`config.mk`:
```
export PLATFORM = sky130hd
export DESIGN_NAME = gshare_bp
export DESIGN_NICKNAME = d
export VERILOG_FILES = /design/src/rtl/gshare_bp.sv
export SDC_FILE = /design/constraint.sdc
export NUM_CORES = 1
export LEC_CHECK = 0
export ABC_AREA = 1
export BUFFER_PORTS_ARGS = -buffer_cell sky130_fd_sc_hd__buf_4
export CAP_MARGIN = 20
export CORE_MARGIN = 2
export CORE_UTILIZATION = 23
export CTS_CLUSTER_SIZE = 30
export DETAILED_ROUTE_END_ITERATION = 7
export SLEW_MARGIN = 20
export SYNTH_ARGS = -nofsm -noshare
export SYNTH_HDL_FRONTEND = slang
export SYNTH_SLANG_ARGS = --single-unit
```
`constraint.sdc`:
```
create_clock -name clk -period 7.4 [get_ports clk]
set_input_delay 0.74 -clock clk [delete_from_list [all_inputs] [get_ports clk]]
set_output_delay 0.74 -clock clk [all_outputs]
set_load 0.01 [all_outputs]
```
`src/rtl/gshare_bp.sv`:
```
// gshare_bp: global-history branch predictor.
// A table of saturating counters is indexed by the fetch tag, optionally XORed
// with a speculative global history register (GHR). After reset an init sweep
// writes INIT_VAL into every entry, one per enabled cycle, so the table has no
// reset and can map onto a RAM. The ROB trains counters at commit and repairs
// the GHR on a mispredict.
module gshare_bp #(
  parameter int              IDX_W    = 8,
  parameter int              CNT_W    = 2,
  parameter int              HIST_W   = 8,
  parameter bit              GSHARE   = 1'b1,
  parameter logic [CNT_W-1:0] INIT_VAL = {CNT_W{1'b1}}
) (
  input  logic              clk,
  input  logic              rst_n,
  input  logic              rdy,
  input  logic              in_fetcher_valid,
  input  logic [IDX_W-1:0]  in_fetcher_tag,
  output logic              out_fetcher_jump_res,
  output logic [HIST_W-1:0] out_fetcher_hist,
  output logic              out_bp_ready,
  input  logic              in_rob_bp_res,
  input  logic [IDX_W-1:0]  in_rob_tag,
  input  logic [HIST_W-1:0] in_rob_hist,
  input  logic              in_rob_jump_res,
  input  logic              in_rob_mispredict
);

  localparam int DEPTH = 1 << IDX_W;

  typedef enum logic {
    ST_INIT = 1'b0,
    ST_RUN  = 1'b1
  } state_t;

  state_t                 state;
  logic [IDX_W-1:0]       init_idx;
  logic                   bp_ready;
  logic [HIST_W-1:0]      ghr;
  logic [CNT_W-1:0]       table_q [DEPTH];

  logic [IDX_W-1:0]       fetch_idx;
  logic [IDX_W-1:0]       train_idx;
  logic [CNT_W-1:0]       train_old;
  logic [CNT_W-1:0]       train_new;
  logic                   pred_run;

  // Table index: tag, optionally hashed with the zero-extended history.
  function automatic logic [IDX_W-1:0] bp_hash(input logic [IDX_W-1:0]  tag,
                                               input logic [HIST_W-1:0] h);
    logic [IDX_W-1:0] hx;
    hx = IDX_W'(h);
    return GSHARE ? (tag ^ hx) : tag;
  endfunction

  // Counter step up, holding at all-ones.
  function automatic logic [CNT_W-1:0] sat_inc(input logic [CNT_W-1:0] c);
    return (c == {CNT_W{1'b1}}) ? c : c + CNT_W'(1);
  endfunction

  // Counter step down, holding at zero.
  function automatic logic [CNT_W-1:0] sat_dec(input logic [CNT_W-1:0] c);
    return (c == '0) ? c : c - CNT_W'(1);
  endfunction

  // Shift one outcome bit into a history value; the oldest bit falls off.
  // The truncating cast keeps this valid for HIST_W = 1.
  function automatic logic [HIST_W-1:0] hist_shift(input logic [HIST_W-1:0] h,
                                                    input logic              b);
    return HIST_W'({h, b});
  endfunction

  assign fetch_idx = bp_hash(in_fetcher_tag, ghr);
  assign train_idx = bp_hash(in_rob_tag, in_rob_hist);
  assign train_old = table_q[train_idx];
  assign train_new = in_rob_jump_res ? sat_inc(train_old) : sat_dec(train_old);
  assign pred_run  = table_q[fetch_idx][CNT_W-1];

  // Until the sweep finishes the table holds garbage, so report the init value.
  assign out_fetcher_jump_res = (state == ST_RUN) ? pred_run : INIT_VAL[CNT_W-1];
  assign out_fetcher_hist     = ghr;
  assign out_bp_ready         = bp_ready;

  // Init-sweep FSM: walk every index once, then run; ready is registered here.
  always_ff @(posedge clk or negedge rst_n) begin
    if (!rst_n) begin
      state    <= ST_INIT;
      init_idx <= '0;
      bp_ready <= 1'b0;
    end else if (rdy) begin
      case (state)
        ST_INIT: begin
          init_idx <= init_idx + IDX_W'(1);
          if (init_idx == {IDX_W{1'b1}}) begin
            state    <= ST_RUN;
            bp_ready <= 1'b1;
          end
        end
        ST_RUN: begin
          state    <= ST_RUN;
          bp_ready <= 1'b1;
        end
        default: begin
          state    <= ST_INIT;
          init_idx <= '0;
          bp_ready <= 1'b0;
        end
      endcase
    end
  end

  // Speculative history: mispredict repair wins over the fetch shift, since a
  // fetch in the same cycle is on the squashed path.
  always_ff @(posedge clk or negedge rst_n) begin
    if (!rst_n) begin
      ghr <= '0;
    end else if (rdy && (state == ST_RUN)) begin
      if (in_rob_mispredict && in_rob_bp_res) begin
        ghr <= hist_shift(in_rob_hist, in_rob_jump_res);
      end else if (in_fetcher_valid) begin
        ghr <= hist_shift(ghr, pred_run);
      end
    end
  end

  // Counter table: single write port shared by the init sweep and training.
  // A same-cycle fetch of the trained entry reads the pre-write value.
  always_ff @(posedge clk) begin
    if (rdy) begin
      if (state == ST_INIT) begin
        table_q[init_idx] <= INIT_VAL;
      end else if (in_rob_bp_res) begin
        table_q[train_idx] <= train_new;
      end
    end
  end

endmodule

```
==> metrics, run 1 <==
all-layer global routing usage=14.2%; hold crit path type=input pin to register; Top Ports=a little over 40; slew at the pin with the worst max-slew slack=around 1.2 ns; # nets final=about 3k; first-pass GRT wire length=approximately 130000 microns; Yosys warning total=0; H-tree levels=2; Clock Tree Root=clkbuf_16; Core ar.=114000 sq um; final hold viol count=0; Die Y=344 microns; fin crit share=70.6%; Min Clock Period, post-route=approximately 5.2 ns; overall routed net length=85500 microns; FMAX=about 190 MHz; cell area after layout=between 30000 and 40000 sq um; Final ANT Viol Nets=0; max-cap violations=0; outcome=finished clean; DRT iter0 DRCs=about 2.6k; R2R setup slack=3.71 ns; placed inst area=approximately 28000 sq um; CP Class=register to output pin; fin. max-slew vios=0; Syn Inst Count=roughly 2.9k; Fin Clk Skew=~0.025 ns; TritonCTS clock tree=done; WL/cell=about 19 microns; clk slew on worst S/H paths=about 0.06 ns; width of the die=approximately 340 microns; CTS Buffer Depth=3; Synthesized Nets=2975; peak supply drop=196 uV; TritonRoute pass-1 iters=5; Critical Path End Type=output pin; most frequent cells in the layout=nand2_1 (829), nand3_1 (602), edfxtp_1 (512); Layout area overhead=14.2%; top_reg_cell synth=edfxtp_1; Final HPWL DP=between 40000 and 50000 microns; GRT overflow=0; Sinks on Clock Net=530; post_cts resized=0; Rel. slew slack=between 20% and 30%; count of different cell masters after synthesis=37; site row count=124; Port Buffers=40; antenna violations before repair=2; initial core utilization=a little under a quarter; most common cell after layout, fill and taps aside=nand2_1; Syn Area/Cell=around 9 sq um; largest net degree at the start of global routing=129; CP startpoint kind=register; leakage power=roughly 11 nW; async set or reset register ratio after synthesis=approximately 3.4%; register area share after synthesis=between 50% and 60%; Worst EP arrival=approximately 4.5 ns; Required @ worst endpoint=6.66 ns; via count=21.2k; crit path max fanout=33; n_diodes=0; TNS Setup=0 ns; Setup-failing EPs final=0; vias per cell=between 4 and 5; Yosys reg bits=between 500 and 600; GP Congestion=a little under 0.9; die area=approximately 120000 sq um; clk_lat worst skew=around 0.63 ns; Mapped Area=26500 sq um; RSZ-0062 raised after global routing=no; number of global-route vias before repair=20.3k; EDFF count, synth=512; Cell Pwr Density=between 200 and 300 nW/um^2; Num CTS Buffers=58; DRC=0; share of layout cells above drive strength 1=7.37%
[worst paths after layout]
kind                                     start                   end  cells after the start
max reg2reg                              state       table_q[146][1]                     10
max in group asynchronous                rst_n   out_fetcher_hist[2]                      2
min                             in_rob_hist[5]   out_fetcher_hist[6]                      3
max                        out_fetcher_hist[2]  out_fetcher_jump_res                     13
min reg2reg                       out_bp_ready          out_bp_ready                      2
min in group asynchronous                rst_n   out_fetcher_hist[7]                      2
[flip-flops by register name (all words and copies together), names as in the netlist]
signal / count
out_fetcher_hist: 8
out_bp_ready: 1
table_q: 512
state: 1
init_idx: 8
[logic make-up after synthesis]
family / Yosys count / share of synthesized area, %
compound gates: 144 / 3.63
xor+xnor: 22 / 0.896
fa+ha+maj: 1 / 0.0471
buf+inv: 477 / 7.47
flops: 530 / 59.6
simple gates: 1769 / 28.3
[stage by stage]
step	total power, mW	setup WS, ns	hold slack (ns)	instances	util (%)
CTS	7.84	2.26	0.375	4456	26.5
global route	8.08	2.14	0.393	4456	26.5
global placement	5.00	2.21	0.500	4349	24.8
floorplan	4.43	0.636	0.444	2943	-
detailed placement	5.00	2.23	0.504	4350	24.9
finish	7.83	2.18	0.406	4456	26.5
[critical path, stage by stage, from the launching register on]
cell and delay, ns:
dfrtp_1 0.49, xnor2_2 0.18, buf_4 0.58, inv_1 0.67
buf_4 0.47, nand3_1 0.15, nand2_1 0.09, nand2_1 0.07
nand3_1 0.14, nand3_1 0.17, nand3_1 0.09, nand3_1 0.12
nand3_1 0.30, buf_4 0.27
[cells in the mapped netlist (all sizes together), types with 2 or more instances]
cell type	count	area share, %
xor2	8	0.33
nand3b	2	0.057
clkinv	2	0.028
nor2	300	4.3
a31oi	7	0.17
nand2	839	12
buf	122	2.5
o21ai	51	1.0
dfrtp	18	1.7
xnor2	14	0.56
edfxtp	512	58
inv	288	4.1
nand4	3	0.12
nand3	608	12
or2	11	0.26
nor3	5	0.13
o211ai	85	2.4
clkbuf	65	0.92
[power by group]
| part | switching, mW | internal (mW) |
|---|---|---|
| registers | 0.0320 | 3.35 |
| clock network | 1.19 | 1.67 |
| logic | 1.18 | 0.420 |
[layer usage]
layer	track usage (%)	wire length [microns]	vias up
met3	2.72	7670	202
met2	22.7	39300	971
met1	18.7	34900	10300
met5	0	10	-
met4	6.31	3620	2
li1	-	-	9762
[final cells by class]
cell class | instances | area, sq um
timing repair buffer | 83 | 746
multi-input combinational | 1936 | 8880
inverter | 290 | 1090
clock buffer | 75 | 1620
fill | 12100 | 84100
clock inverter | 30 | 243
sequential | 530 | 15800
tap | 1512 | 1890
[timing repair]
item                                    4_1_cts  5_1_grt
buffers inserted                              0        0
hold buffers                                  1        0
endpoints found under the setup margin        0        0
hold endpoints to repair                     18        0
Power figures use the tool's default switching activity.
==> inputs of run 2 (changes only) <==
==> constraint.sdc (replaced) <==
create_clock -name clk -period 4.3 [get_ports clk]
set_input_delay 0.43 -clock clk [delete_from_list [all_inputs] [get_ports clk]]
set_output_delay 0.43 -clock clk [all_outputs]
set_load 0.01 [all_outputs]
==> metrics, run 2 (synthesized netlist as in run 1, its figures left out) <==
outcome=finished clean; fin. max-slew vios=0 (unchanged); H-tree levels=2 (unchanged); first-pass GRT wire length=131000 microns (+2.1%); cell area after layout=30700 sq um (+1.4%); FMAX=roughly 240 MHz; slew at the pin with the worst max-slew slack=0.898 ns (-0.299 ns); Final ANT Viol Nets=0 (unchanged); hold path depth=3 (unchanged); Port Buffers=40 (unchanged); GRT overflow=0 (unchanged); fin crit share=96.8%; overall routed net length=87700 microns (+2.7%); Critical Path End Type=output pin; TritonCTS clock tree=done; Cell Pwr Density=433 nW/um^2 (+68%); DRT iter0 DRCs=2633 (+2.8%); width of the die=344 microns (unchanged); Core ar.=114000 sq um (unchanged); antenna violations before repair=2 (unchanged); Hold Crit Endpoint=out_fetcher_hist[6]; vias per cell=4.81 (+0.96%); placed inst area=29000 sq um (+2.1%); Sinks on Clock Net=530 (unchanged); Required @ worst endpoint=3.87 ns (-2.79 ns); most frequent cells in the layout=nand2_1 (833), nand3_1 (604), edfxtp_1 (512); CTS Buffer Depth=3 (unchanged); TritonRoute pass-1 iters=6 (+1); most common cell after layout, fill and taps aside=nand2_1; max-cap violations=0 (unchanged); Top Ports=41 (unchanged); Layout area overhead=15.8%; Num CTS Buffers=57 (-1.7%); crit path max fanout=31 (-6.1%); fillcell total=12.0k (-0.49%); peak supply drop=316 uV (+61%); Biggest register=table_q; die area=118000 sq um (unchanged); all-layer global routing usage=14.6% (+0.38 points); Rel. slew slack=40.0% (+20 points); HP Start=in_rob_hist[5]; Post-CTS Setup Inserts=0 (unchanged); Min Clock Period, post-route=roughly 4.2 ns; number of global-route vias before repair=20.8k (+2.5%); leakage power=11.6 nW (+2.0%); Fin Clk Skew=0.0293 ns (+0.00453 ns); largest net degree at the start of global routing=71 (-45%); Setup-failing EPs final=0 (unchanged); Worst R2R End=table_q[51][1]; worst r2r src=state; initial core utilization=23.2% (unchanged); # nets final=2973 (+1.4%); via count=21.6k (+2.0%); WL/cell=19.5 microns (+1.6%); Clock Tree Root=clkbuf_16; dpl cells=4393 (+0.99%); CP Class=register to output pin; GP Congestion=0.843 (-2.6%); CP startpoint kind=register; non-filler cells, final=4501 (+1.0%); Worst EP arrival=3.73 ns (-0.75 ns); Final Power=13.3 mW (+70%); clk slew on worst S/H paths=0.06 ns (about the same); max reg flops=512 (unchanged); RSZ-0062 raised after global routing=no; launch point of the worst path=out_fetcher_hist[1]; Final HPWL DP=53400 microns (+10%); clk_lat worst skew=0.63 ns (about the same); hold crit path type=input pin to register; final hold viol count=0 (unchanged); Die Y=344 microns (unchanged); TNS Setup=0 ns (unchanged); share of layout cells above drive strength 1=8.53% (+1.2 points); R2R cell count=10 (unchanged); site row count=124 (unchanged); R2R setup slack=1.16 ns (-2.55 ns); DRC=0 (unchanged)
-- run 2: cell count changes in the layout (fill, tap and decap cells not counted), sizes merged --
cell,before,now
buf,82,125
clkinv,25,37
clkbuf,75,64
bufinv,4,1
inv,288,290
clkinvlp,3,4
diode,0,1
-- run 2: what timing repair did --
item,CTS,global route
hold buffers,1,0
cloned,0,0
hold endpoints to repair,18,0
resized for setup,1,1
endpoints found under the setup margin,1,1
-- run 2: metal layers --
layer,global-route usage (%),wire length (microns)
met2,23.0,39500
met4,6.19,3600
met5,0,7
met1,19.7,36100
met3,2.69,8470
-- run 2: worst max path at each step --
stage | depth (start not counted) | to | slack, ns
final | 12 | out_fetcher_jump_res | 0.14
after global routing | 11 | out_fetcher_jump_res | 0.04
after CTS | 13 | out_fetcher_jump_res | 0.08
after detailed placement | 19 | table_q[131][0] | 0.58
after global placement | 19 | table_q[128][0] | 0.51
after floorplan | 14 | table_q[0][1] | 0.69
-- run 2: cell type report --
type	instances	area [sq um]	area share, %
sequential	530	15800	51.5
multi-input combinational	1936	8860	28.9
tap	1512	1890	6.16
clock buffer	64	1450	4.73
timing repair buffer	126	1360	4.43
inverter	290	1090	3.54
clock inverter	42	233	0.758
antenna	1	2.50	0.00815
-- run 2: report_power, final --
part           internal, mW  switching, mW
Clock                  2.47           2.07
Sequential             5.75         0.0544
Combinational         0.865           2.09
-- run 2: critical path, cell delays in order, from the launching register on --
cell	delay, ns
dfrtp_1	0.75
xor2_4	0.21
buf_12	0.27
buf_12	0.26
o21ai_0	0.16
o211ai_1	0.35
nand3_1	0.12
nand3_1	0.15
nand3_1	0.10
nand3_1	0.09
nand3b_1	0.10
nand3_1	0.29
buf_4	0.20
-- run 2: per-stage QoR --
step	setup slack, ns	hold slack, ns	util (%)
2_1_floorplan	0.694	0.134	-
3_3_place_gp	0.507	0.314	25.4
3_5_place_dp	0.575	0.314	25.4
4_1_cts	0.0796	0.0691	26.9
5_1_grt	0.0431	0.0958	26.9
6_report	0.137	0.0950	26.9
